**config.mk**
```make
export PLATFORM = sky130hd
export DESIGN_NAME = gcd_engine
export DESIGN_NICKNAME = d
export VERILOG_FILES = /design/src/rtl/gcd_pkg.sv /design/src/rtl/gcd_step.sv /design/src/rtl/gcd_engine.sv
export SDC_FILE = /design/constraint.sdc
export NUM_CORES = 1
export LEC_CHECK = 0
export ABC_AREA = 1
export CELL_PAD_IN_SITES_DETAIL_PLACEMENT = 1
export CELL_PAD_IN_SITES_GLOBAL_PLACEMENT = 1
export CORE_MARGIN = 3
export CORE_UTILIZATION = 30
export CTS_CLUSTER_SIZE = 10
export DETAILED_ROUTE_END_ITERATION = 8
export PLACE_DENSITY = 0.72
export RECOVER_POWER = 100
export SETUP_SLACK_MARGIN = 0.15
export SLEW_MARGIN = 5
export SYNTH_ARGS = -nofsm -noshare
export SYNTH_HDL_FRONTEND = slang
export SYNTH_SLANG_ARGS = --single-unit
```
**constraint.sdc**
```tcl
create_clock -name clk -period 3.3 [get_ports clk]
set_input_delay 0.66 -clock clk [delete_from_list [all_inputs] [get_ports clk]]
set_output_delay 0.66 -clock clk [all_outputs]
set_load 0.02 [all_outputs]
```
**src/rtl/gcd_pkg.sv**
```systemverilog
// Shared types and constants for the GCD engine and its step datapath.
package gcd_pkg;

    typedef enum logic [1:0] {
        IDLE = 2'd0,
        CALC = 2'd1,
        DONE = 2'd2
    } state_t;

    localparam int MODE_SUB = 0;
    localparam int MODE_BIN = 1;

    function automatic int clog2(input int value);
        int result;
        result = 0;
        for (int i = 0; i < 31; i++) begin
            if ((1 << i) < value) begin
                result = i + 1;
            end
        end
        return result;
    endfunction

endpackage

```
**src/rtl/gcd_step.sv**
```systemverilog
// One combinational GCD iteration: subtract-only, or binary (Stein) when i_mode is set.
module gcd_step
    import gcd_pkg::*;
#(
    parameter int WIDTH = 16,
    parameter int KW    = clog2(WIDTH) + 1
) (
    input  logic [WIDTH-1:0] i_a,
    input  logic [WIDTH-1:0] i_b,
    input  logic [KW-1:0]    i_k,
    input  logic             i_mode,
    output logic [WIDTH-1:0] o_a,
    output logic [WIDTH-1:0] o_b,
    output logic [KW-1:0]    o_k,
    output logic             o_eq
);

    always_comb begin
        o_a  = i_a;
        o_b  = i_b;
        o_k  = i_k;
        o_eq = (i_a == i_b);
        if (!o_eq) begin
            if (i_mode) begin
                // Common factors of two are stripped into k and restored at the end
                if (!i_a[0] && !i_b[0]) begin
                    o_a = i_a >> 1;
                    o_b = i_b >> 1;
                    o_k = i_k + KW'(1);
                end else if (!i_a[0]) begin
                    o_a = i_a >> 1;
                end else if (!i_b[0]) begin
                    o_b = i_b >> 1;
                end else if (i_a > i_b) begin
                    o_a = i_a - i_b;
                end else begin
                    o_b = i_b - i_a;
                end
            end else begin
                if (i_a > i_b) begin
                    o_a = i_a - i_b;
                end else begin
                    o_b = i_b - i_a;
                end
            end
        end
    end

endmodule

```
**src/rtl/gcd_engine.sv**
```systemverilog
// Iterative GCD engine with valid/ready operand intake and held result output.
//   state | meaning
//   IDLE  | waiting for an operand pair (in_ready=1)
//   CALC  | one gcd_step per cycle until A==B
//   DONE  | result presented (out_valid=1) until out_ready
module gcd_engine
    import gcd_pkg::*;
#(
    parameter int WIDTH = 16,
    parameter int MODE  = 0,
    parameter int CNT_W = WIDTH + 1
) (
    input  logic             clk,
    input  logic             rst,
    input  logic             in_valid,
    output logic             in_ready,
    input  logic [WIDTH-1:0] a_in,
    input  logic [WIDTH-1:0] b_in,
    output logic             out_valid,
    input  logic             out_ready,
    output logic [WIDTH-1:0] gcd_out,
    output logic [CNT_W-1:0] cycles,
    output logic             err_zero
);

    localparam int KW = clog2(WIDTH) + 1;

    state_t           r_state;
    state_t           w_state_next;
    logic [WIDTH-1:0] r_a;
    logic [WIDTH-1:0] r_b;
    logic [KW-1:0]    r_k;
    logic [WIDTH-1:0] r_gcd;
    logic [CNT_W-1:0] r_cycles;
    logic             r_err;

    logic [WIDTH-1:0] w_a_next;
    logic [WIDTH-1:0] w_b_next;
    logic [KW-1:0]    w_k_next;
    logic             w_eq;
    logic             w_mode;
    logic             w_zero_in;

    assign w_mode    = (MODE == MODE_BIN);
    assign w_zero_in = (a_in == '0) || (b_in == '0);

    gcd_step #(
        .WIDTH (WIDTH),
        .KW    (KW)
    ) u_step (
        .i_a    (r_a),
        .i_b    (r_b),
        .i_k    (r_k),
        .i_mode (w_mode),
        .o_a    (w_a_next),
        .o_b    (w_b_next),
        .o_k    (w_k_next),
        .o_eq   (w_eq)
    );

    always_ff @(posedge clk or posedge rst) begin
        if (rst) begin
            r_state <= IDLE;
        end else begin
            r_state <= w_state_next;
        end
    end

    always_comb begin
        w_state_next = r_state;
        case (r_state)
            IDLE: begin
                if (in_valid) begin
                    w_state_next = w_zero_in ? DONE : CALC;
                end
            end
            CALC: begin
                if (w_eq) begin
                    w_state_next = DONE;
                end
            end
            DONE: begin
                if (out_ready) begin
                    w_state_next = IDLE;
                end
            end
            default: w_state_next = IDLE;
        endcase
    end

    always_ff @(posedge clk or posedge rst) begin
        if (rst) begin
            r_a      <= '0;
            r_b      <= '0;
            r_k      <= '0;
            r_gcd    <= '0;
            r_cycles <= '0;
            r_err    <= 1'b0;
        end else begin
            case (r_state)
                IDLE: begin
                    if (in_valid) begin
                        r_a      <= a_in;
                        r_b      <= b_in;
                        r_k      <= '0;
                        r_cycles <= '0;
                        r_err    <= (a_in == '0) && (b_in == '0);
                        if (w_zero_in) begin
                            r_gcd <= a_in | b_in;
                        end
                    end
                end
                CALC: begin
                    if (r_cycles != '1) begin
                        r_cycles <= r_cycles + CNT_W'(1);
                    end
                    r_a <= w_a_next;
                    r_b <= w_b_next;
                    r_k <= w_k_next;
                    // k is always zero in subtract mode, so the shift is harmless there
                    if (w_eq) begin
                        r_gcd <= r_a << r_k;
                    end
                end
                default: begin
                end
            endcase
        end
    end

    assign in_ready  = (r_state == IDLE);
    assign out_valid = (r_state == DONE);
    assign gcd_out   = r_gcd;
    assign cycles    = r_cycles;
    assign err_zero  = r_err;

endmodule

```
==> run summary <==
The run finished with clean final reports. The routed via count is 5616. The final layout contains routed wiring with a total length of 18900 um.

STA classifies the critical path endpoint as a register. The worst path in the final design needs a cycle of 2.78 ns, including I/O delays and setup. The power density relative to cell area came out at 1220 nW/um^2. Summed over all nets, the switching power comes to 4.51 mW. The final-report setup violation count came out at 0. The setup TNS came out at 0 ns. The number of top-level pins is 72. The detailed-routing iteration count for the pre-antenna-repair pass came out at 4. In the routed design, unresolved DRC markers number 0. The count of input and output buffers is 71.

The layout overhead on the synthesized area is 21.3%. The leakage power of the design came out at 3.57 nW. Headroom to the max-slew limit came out at 26.3%.

The TritonCTS buffer count came out at 9. At the end of routability-driven placement, the weighted congestion stood at 0.855. The critical path data arrival time came out at 3.01 ns. The portion of the post-synthesis area used by sequential elements came out at 31.1%.

Setup repair after global routing left no endpoint under its margin. The horizontal extent of the die is 141 um. The final worst-path cycle share is 84.2%. The number of nets produced by synthesis is 920. The cell count after synthesis is 849. The count of cells resized by post-cts repair is 0. The top fanout value on the critical path is 27. The final number of max-transition violations came out at 0. The H-tree was split into 3 levels. The worst setup margin is 0.523 ns.

In the synthesized netlist the dominant register cell turns out to be dfrtp_1. The worst register-to-register path has a setup slack of 0.52 ns. The average via count per standard cell came out at 4.90. The internal power of the cells totals 3.56 mW.

The logic gate share of total power came out at 69.7%. The path class of the tightest hold or removal check is reg -> reg. Across the routed clock network, the largest skew measured is 0.00987 ns. After clock tree synthesis, the flow added hold-fix buffers numbering 0. The overall die height came out at 141 um.

The CTS sink count is 68. In the layout the commonest cells are nand2_1 (335), inv_1 (134), nand3_1 (75). The repair_antennas step left the layout with diodes totalling 0. The highest clock rate came out at 0.360 GHz.

The cell total after placement came out at 1129. The buffer levels on the longest clock path came out at 2. The sequential power share is 17.4%. The power after layout came out at 8.07 mW. The library cell used most frequently in the layout, excluding fill and tap cells, is nand2_1. The type of element launching the critical path is a register.

The detailed router's first-iteration violation count came out at 275. The detail route stage leaves a number of antenna-violating nets equal to 0. The number of flops mapped to enable cells by yosys is 0. The critical path start-end classification is reg -> reg.

The overall global routing resource usage is 19.5%. The flip-flop and latch count after synthesis came out at 68. The share of post-route cells with drive strength above 1 is 4.57%. The aggregate global routing overflow came out at 0. The cell area after technology mapping is 5470 um^2. The net count of the finished layout is 986. After synthesis, the share of flip-flops with an asynchronous set or reset is 100%. Data on the critical path is required at its endpoint by 3.54 ns. The effective utilization at floorplan is 31.1%. The clock network power share is 12.9%. The die covers 19900 um^2. The synthesized netlist contains 38 unique library cells. The number of global-route vias before repair is 5751. The switching share of power came out at 55.9%.

The per-instance average area after synthesis is 6.44 um^2. Measured on the finished design, the core utilization comes to 37.7%. The wire length of the first global-routing pass is 30600 um. The HPWL reported at the end of detailed placement is 15000 um. At the pin with the least slew margin, the transition time is 1.10 ns. After detailed routing, the average wire length per cell comes to 16.5 um. The worst setup slack before clock tree synthesis is 0.510 ns.

After clock tree synthesis, the clock-pin slew on the worst setup and hold paths is 0.06 ns. CTS placed an instance of clkbuf_16 at the clock tree root. The clock insertion delay at the later pin of the skew report came out at 0.35 ns.

The number of buffers inserted by post-CTS setup repair is 0. The total number of yosys warnings came out at 0. Entering global routing, the biggest net connects 58 pins. TritonCTS built the clock tree. The number of failing hold endpoints at the final stage is 0. VDD sags by at most 434 uV. The initial antenna violation count is 0.

The count of placed standard cells in the final layout, fillers left out came out at 1145. After floorplanning, the core was sized to cover 17600 um^2. The max-cap violation count came out at 0. The placement row count came out at 48.
[synthesized netlist by cell type, types with 2 or more instances]
master	instances	area, um^2
nand2_1	324	1220
o21ai_1	20	100
nand4_1	10	62.6
and2_1	2	12.5
ha_1	33	413
o31ai_1	2	15.0
nor2_2	4	25.0
o21bai_1	2	15.0
xnor2_1	2	17.5
nor2_1	39	146
nor2_4	4	45.0
o211ai_1	12	90.1
nor3_1	10	50.1
fa_1	2	40.0
nand2_2	17	106
nand3_1	75	375
inv_1	133	499
buf_6	5	56.3
nand2_4	3	33.8
a21oi_1	26	130
o21ai_0	24	120
dfrtp_1	68	1700
o22ai_1	2	12.5
inv_2	4	15.0
clkbuf_1	3	11.3
buf_2	11	55.1
[flip-flops by register name (all words and copies together), names as in the netlist]
name	count
cycles	17
r_state	2
gcd_out	16
r_b	16
r_a	16
err_zero	1
[worst max-delay path, stage by stage (launching register included)]
cell and delay [ns]:
dfrtp_1 0.40, inv_1 0.10, ha_1 0.39, nand2_1 0.20
inv_1 0.07, nand2_1 0.07, nand2_1 0.07, a21oi_1 0.24
nand3_2 0.17, nand2_2 0.52, inv_1 0.26, nand2_1 0.12
nand2_1 0.06
[stage by stage]
step                hold WS, ns  area [um^2]
floorplan                 0.474         5470
global placement          0.457         6370
detailed placement        0.465         6370
CTS                       0.480         6680
global route              0.495         6640
finish                    0.464         6640
[metal layers]
layer	global-route usage, %	vias up	part of all wire (%)
met5	0	-	0
met2	32.0	97	47
met1	27.2	2711	49
li1	-	2788	-
met4	4.90	0	1.5
met3	2.37	20	2.8
[worst paths after layout]
path,startpoint,endpoint,depth (start not counted)
max in group asynchronous,rst,r_b[5]$_DFFE_PP0P_,3
worst min register to register,gcd_out[7]$_DFFE_PP0P_,gcd_out[7]$_DFFE_PP0P_,2
worst min-delay path,gcd_out[7]$_DFFE_PP0P_,gcd_out[7]$_DFFE_PP0P_,2
worst max register to register,r_a[11]$_DFFE_PP0P_,r_b[12]$_DFFE_PP0P_,12
min in group asynchronous,rst,r_a[9]$_DFFE_PP0P_,2
worst max-delay path,r_a[11]$_DFFE_PP0P_,r_b[12]$_DFFE_PP0P_,12
[layout make-up]
type | instances | area, um^2
repair buffers | 76 | 743
inverters | 137 | 514
multi-input cells | 623 | 3090
fillers | 2283 | 11000
flip-flops and latches | 68 | 1700
well taps | 225 | 282
clock inverters | 5 | 58.8
clock buffers | 11 | 253
[cell families after synthesis]
logic type	after synthesis	synth area share [%]
AOI/OAI and AO/OA	91	9.33
DFF	68	31.1
and+or+nand+nor	494	39.0
buffers and inverters	158	11.8
adders and majority gates	35	8.28
xor gates and xnor gates	3	0.480
[power by group through the flow]
stage	clock, mW	sequential (mW)	combinational, mW
final	1.04	1.40	5.62
after global routing	1.09	1.46	6.37
after CTS	1.07	1.42	5.75
after detailed placement	0	1.43	5.71
after global placement	0	1.43	5.61
after floorplan	0	1.52	3.99
Power figures use the tool's default switching activity.
